==> src/rtl/cmd_pkg.sv <==
// cmd_pkg: command opcodes, arbiter states and stop decode shared by the arbiter
package cmd_pkg;
  typedef enum logic [1:0] {CMD_STOP = 2'b00, CMD_GO = 2'b01} cmd_op_t;
  typedef enum logic [1:0] {IDLE, PRESENT, GAP} arb_state_t;
  function automatic logic is_stop(input logic [7:0] c);
    return c[7:6] == CMD_STOP;
  endfunction
endpackage

==> src/rtl/rr_pick.sv <==
// rr_pick: combinational round-robin pick among masked requests, starting at ptr_i
module rr_pick #(
  parameter int N = 2,
  localparam int IW = (N > 1) ? $clog2(N) : 1
) (
  input  logic [N-1:0]  req_i,
  input  logic [N-1:0]  mask_i,
  input  logic [IW-1:0] ptr_i,
  output logic [N-1:0]  gnt_o,
  output logic [IW-1:0] idx_o
);
  logic [N-1:0] el;
  logic [IW:0] s;
  logic found;
  assign el = req_i & mask_i;
  always_comb begin
    gnt_o = '0;
    idx_o = '0;
    found = 1'b0;
    s = '0;
    for (int k = 0; k < N; k++) begin
      s = {1'b0, ptr_i} + (IW+1)'(k);
      s = (s >= (IW+1)'(N)) ? s - (IW+1)'(N) : s;
      if (!found && el[s[IW-1:0]]) begin
        found = 1'b1;
        gnt_o[s[IW-1:0]] = 1'b1;
        idx_o = s[IW-1:0];
      end
    end
  end
endmodule

==> src/rtl/cmd_arbiter.sv <==
// cmd_arbiter: shares the command FSM input between N_SRC sources with stop preemption and an ack watchdog
module cmd_arbiter
  import cmd_pkg::*;
#(
  parameter int N_SRC       = 2,
  parameter int TIMEOUT_CYC = 50_000_000,
  parameter int TMR_W       = $clog2(TIMEOUT_CYC)
) (
  input  logic               clk,
  input  logic               rst,
  input  logic [8*N_SRC-1:0] src_cmd,
  input  logic [N_SRC-1:0]   src_vld,
  output logic [N_SRC-1:0]   src_clr,
  output logic [7:0]         cmd,
  output logic               cmd_rdy,
  input  logic               clr_cmd_rdy,
  output logic               drop_err,
  output logic               preempt,
  output logic               busy
);
  localparam int IW = (N_SRC > 1) ? $clog2(N_SRC) : 1;
  arb_state_t state_q;
  logic [7:0] cmd_q;
  logic rdy_q, drop_q, pre_q, any_stop;
  logic [N_SRC-1:0] clr_q, stop_req, gnt;
  logic [IW-1:0] rr_q, rr_d, idx;
  logic [TMR_W-1:0] tmr_q;
  logic [7:0] cmds [N_SRC];
  for (genvar i = 0; i < N_SRC; i++) begin : g_src
    assign cmds[i] = src_cmd[8*i +: 8];
    assign stop_req[i] = src_vld[i] & is_stop(cmds[i]);
  end
  assign any_stop = |stop_req;
  // one picker serves both the idle grant and the preempt grant: when a stop is pending the class is stops only
  rr_pick #(.N(N_SRC)) u_pick (
    .req_i (src_vld),
    .mask_i(any_stop ? stop_req : {N_SRC{1'b1}}),
    .ptr_i (rr_q),
    .gnt_o (gnt),
    .idx_o (idx)
  );
  assign rr_d = (idx == IW'(N_SRC-1)) ? '0 : idx + 1'b1;
  always_ff @(posedge clk) begin
    clr_q  <= '0;
    drop_q <= 1'b0;
    pre_q  <= 1'b0;
    if (rst) begin
      state_q <= IDLE;
      cmd_q   <= '0;
      rdy_q   <= 1'b0;
      rr_q    <= '0;
      tmr_q   <= '0;
    end else begin
      case (state_q)
        IDLE: if (|src_vld) begin
          cmd_q   <= cmds[idx];
          clr_q   <= gnt;
          rdy_q   <= 1'b1;
          tmr_q   <= '0;
          rr_q    <= rr_d;
          state_q <= PRESENT;
        end
        PRESENT: if (clr_cmd_rdy) begin
          rdy_q   <= 1'b0;
          state_q <= GAP;
        end else if (tmr_q == TMR_W'(TIMEOUT_CYC-1)) begin
          drop_q  <= 1'b1;
          rdy_q   <= 1'b0;
          state_q <= GAP;
        end else if (!is_stop(cmd_q) && any_stop) begin
          cmd_q <= cmds[idx];
          clr_q <= gnt;
          pre_q <= 1'b1;
          tmr_q <= '0;
          rr_q  <= rr_d;
        end else begin
          tmr_q <= tmr_q + 1'b1;
        end
        default: state_q <= IDLE;
      endcase
    end
  end
  assign src_clr  = clr_q;
  assign cmd      = cmd_q;
  assign cmd_rdy  = rdy_q;
  assign drop_err = drop_q;
  assign preempt  = pre_q;
  assign busy     = state_q != IDLE;
endmodule
==> config.mk <==
export PLATFORM = sky130hd
export DESIGN_NAME = cmd_arbiter
export DESIGN_NICKNAME = d
export VERILOG_FILES = /design/src/rtl/cmd_pkg.sv /design/src/rtl/rr_pick.sv /design/src/rtl/cmd_arbiter.sv
export SDC_FILE = /design/constraint.sdc
export NUM_CORES = 1
export LEC_CHECK = 0
export ABC_CLOCK_PERIOD_IN_PS = 1900
export BUFFER_PORTS_ARGS = -buffer_cell sky130_fd_sc_hd__buf_2
export CAP_MARGIN = 20
export CELL_PAD_IN_SITES_DETAIL_PLACEMENT = 1
export CELL_PAD_IN_SITES_GLOBAL_PLACEMENT = 1
export CORE_MARGIN = 2
export CORE_UTILIZATION = 25
export DETAILED_ROUTE_END_ITERATION = 10
export HOLD_SLACK_MARGIN = 0.05
export PLACE_DENSITY = 0.61
export SYNTH_ARGS = -nofsm -noshare
export SYNTH_HDL_FRONTEND = slang
export SYNTH_SLANG_ARGS = --single-unit
==> constraint.sdc <==
create_clock -name clk -period 1.9 [get_ports clk]
set_clock_uncertainty 0.15 [all_clocks]
set_input_delay 0.095 -clock clk [delete_from_list [all_inputs] [get_ports clk]]
set_output_delay 0.095 -clock clk [all_outputs]
set_load 0.01 [all_outputs]
==> flow_metrics.env <==
export IMPL_drt_iter0_drc=62
export IMPL_relSlewSlack=0.7511
export IMPL_grt_first_pass_wirelength_um=10050
export IMPL_cts_root_buffer="clkbuf_8"
export IMPL_rows=32
export IMPL_fp_dieW_um=93.07
export IMPL_synth_top_cell_by_area="dfxtp_1"
export IMPL_hpwlAfterDp_um=4274
export IMPL_cp_cell_sequence="and4_4, and2_1, nand3_1, or4_1, or3_1, nand3_1"
export IMPL_final_cells=429
export IMPL_cap_violations=0
export IMPL_timing_final_crit_period_ns=1.919
export IMPL_drc=0
export IMPL_stdcell_area_mm2=0.003117
export IMPL_worstSetupEndpointType="flip-flop"
export IMPL_core_mm2=0.007687
export IMPL_switching_power_w=0.0005191
export IMPL_crit_path_frequent_cell="nand3_1"
export IMPL_crit_type="flip-flop to flip-flop"
export IMPL_finalSetupViolCount=4
export IMPL_clock_latency_ns=0.30
export IMPL_run_status="complete, but fails checks"
export IMPL_wl_per_cell_um=14.84
export IMPL_grt_start_max_net_pins=25
export IMPL_fin_crit_sh=1.010
export IMPL_worstPathArrival_ns=2.01
export IMPL_p_leak_nw=1.253
export IMPL_path_clk_slew_ns=0.08
export IMPL_yosys_warnings=0
export IMPL_p_int_w=0.001382
export IMPL_first_pass_iters=4
export IMPL_power_density_mw_per_mm2=610.1
export IMPL_ys_types=42
export IMPL_die_h_um=93.07
export IMPL_ys_flop_type="dfxtp_1"
export IMPL_fin_ws_ns=-0.01881
export IMPL_timing_setup_tns_ns=-0.05113
export IMPL_io_pins=35
export IMPL_dp_cells=399
export IMPL_cts_path_max_buffers=2
export IMPL_syn_area_mm2=0.001983
export IMPL_die_area_mm2=0.008661
export IMPL_area_growth_pct=57.16
export IMPL_ys_top_cells_by_count="dfxtp_1 (42), nor2_1 (30), o21ai_0 (15), nand2_1 (13), xor2_1 (12)"
export IMPL_cp_required_ns=1.99
export IMPL_failed_checks="setup timing"
export IMPL_cts_made_buffers=5
export IMPL_drive_above_1_share=0.4220
export IMPL_rsz0062_at_grt="true"
export IMPL_final_nets=348
export IMPL_p_clk_frac=0.325
export IMPL_async_flop_share=0
export IMPL_ir_drop_uv=232.2
export IMPL_path_max_fanout=3
export IMPL_place_gp_congestion=0.7812
export IMPL_cp_slowest_cell="or4_1"
export IMPL_hold_viol_final=0
export IMPL_swShare=0.2730
export IMPL_synth_area_leaders="dfxtp_1 (42%), nor2_1 (5.7%), xor2_1 (5.3%), mux2i_1 (4.0%), o21ai_0 (3.8%)"
export IMPL_grt_overflow_total=0
export IMPL_synthCells=226
export IMPL_worstSetupStartpointType="flip-flop"
export IMPL_grt_pass1_vias=2108
export IMPL_seqPwrFrac=0.491
export IMPL_clock_sinks=42
export IMPL_yosys_cell_count_top_type="dfxtp_1"
export IMPL_antenna_found_initial=0
export IMPL_htreeDepth=2
export IMPL_initial_core_util=0.2580
export IMPL_critPathMaxStageDelay_ns=0.42
export IMPL_wl_um=6367
export IMPL_ys_ff_latch=42
export IMPL_viasPerCell=4.741
export IMPL_synth_fp_nets=248
export IMPL_grt_usage=0.1464
export IMPL_placed_cell_area_mm2=0.002613
export IMPL_tritoncts="yes"
export IMPL_avgSynthCellArea_um2=8.775
export IMPL_io_buffers=34
export IMPL_p_comb_frac=0.184
export IMPL_hp_class="input pin to flip-flop"
export IMPL_seq_area_frac_synth=0.4240
export IMPL_diodes=0
export IMPL_drtAntennaViolNets=0
export IMPL_timing_final_max_slew_violations=0
export IMPL_tightest_slew_ns=0.3733
export IMPL_yosysTopAreaCellShare=0.4240
export IMPL_fmax_ghz=0.5212
export IMPL_synth_edff_count=0
export IMPL_dr_total_vias=2034
[power by group through the flow]
stage                     clock (W)  sequential, W  combinational, W
final                      0.000617       0.000933          0.000351
after global routing       0.000676       0.000939          0.000383
after global placement            0       0.000951          0.000267
after detailed placement          0       0.000951          0.000272
after floorplan                   0       0.000965          0.000118
after CTS                  0.000637       0.000933          0.000331
[worst max-delay path, delay by kind of cell (launching register included)]
family	cells	cell delay (ns)
and+or+nand+nor	6	1.34
DFF	1	0.37
[metal layers]
layer	track usage	wire length, um	vias to the layer above
met5	0	0	-
met4	0.04289	110	0
met3	0.02981	260	11
met2	0.2729	3225	44
met1	0.1676	2770	979
li1	-	-	1000
[final timing paths]
path | startpoint | endpoint | slack [ns] | cells past startpoint
max | tmr_q[5]$_SDFFE_PP0P_ | tmr_q[13]$_SDFFE_PP0P_ | -0.02 | 6
min | src_vld[1] | src_clr[1]$_SDFF_PP0_ | 0.14 | 4
max reg2reg | tmr_q[5]$_SDFFE_PP0P_ | tmr_q[13]$_SDFFE_PP0P_ | -0.02 | 6
min reg2reg | cmd[2]$_SDFFE_PP0P_ | cmd[2]$_SDFFE_PP0P_ | 0.29 | 2
[state kept, by name (all words and copies together) (netlist names)]
register	cells
preempt	1
state_q	2
cmd_rdy	1
src_clr	2
cmd	8
rr_q	1
drop_err	1
tmr_q	26
[layout by cell type (no fill, tap or decap), types with 6 or more instances in the layout]
cell type | synthesis | layout
xnor2_1 | 7 | 6
nand2_1 | 13 | 13
or3_1 | 6 | 6
buf_2 | 2 | 34
dfxtp_2 | 0 | 7
o21ai_0 | 15 | 10
clkbuf_8 | 0 | 6
dfxtp_1 | 42 | 35
xor2_1 | 12 | 12
o211ai_1 | 7 | 7
mux2i_1 | 8 | 8
dlygate4sd3_1 | 0 | 18
nand3_1 | 9 | 7
inv_1 | 6 | 6
buf_4 | 0 | 45
a21oi_1 | 8 | 6
nor2_1 | 30 | 29
[cell type report]
| class | instances | area, um2 |
|---|---|---|
| fill | 919 | 4571 |
| multi-input combinational | 169 | 1251 |
| sequential | 42 | 849.6 |
| timing repair buffer | 102 | 770.7 |
| tap | 102 | 127.6 |
| clock buffer | 6 | 82.58 |
| inverter | 6 | 22.52 |
| clock inverter | 2 | 12.51 |
[cell families (layout without fill, tap and decap cells)]
group           after synthesis  after routing  share of synthesized area
flops                        42             42                     0.4240
mux                           8              8                    0.04038
fa+ha+maj                     2              2                    0.01136
compound gates               42             42                     0.1470
simple gates                 98             98                     0.2599
buf+inv                      15            116                    0.03344
xor+xnor                     19             19                    0.08391
[stage by stage]
stage          setup slack (ns)  power [W]  hold WS [ns]    util
6_report               -0.01881   0.001901        0.1384  0.4054
5_1_grt                 -0.1368   0.001998        0.1882  0.4054
4_1_cts                -0.09279   0.001902        0.1330  0.3880
3_5_place_dp            -0.1088   0.001223        0.1912  0.3398
3_3_place_gp           -0.05904   0.001218        0.1739  0.3398
2_1_floorplan         -0.003153   0.001083       0.02124       -
[what timing repair did]
item,CTS,global route
buffers inserted,4,0
endpoints found under the setup margin,25,39
hold buffers,18,0
pin swaps,8,18
gates resized for setup,15,33
endpoints found under the hold margin,14,0
Power figures use the tool's default switching activity.
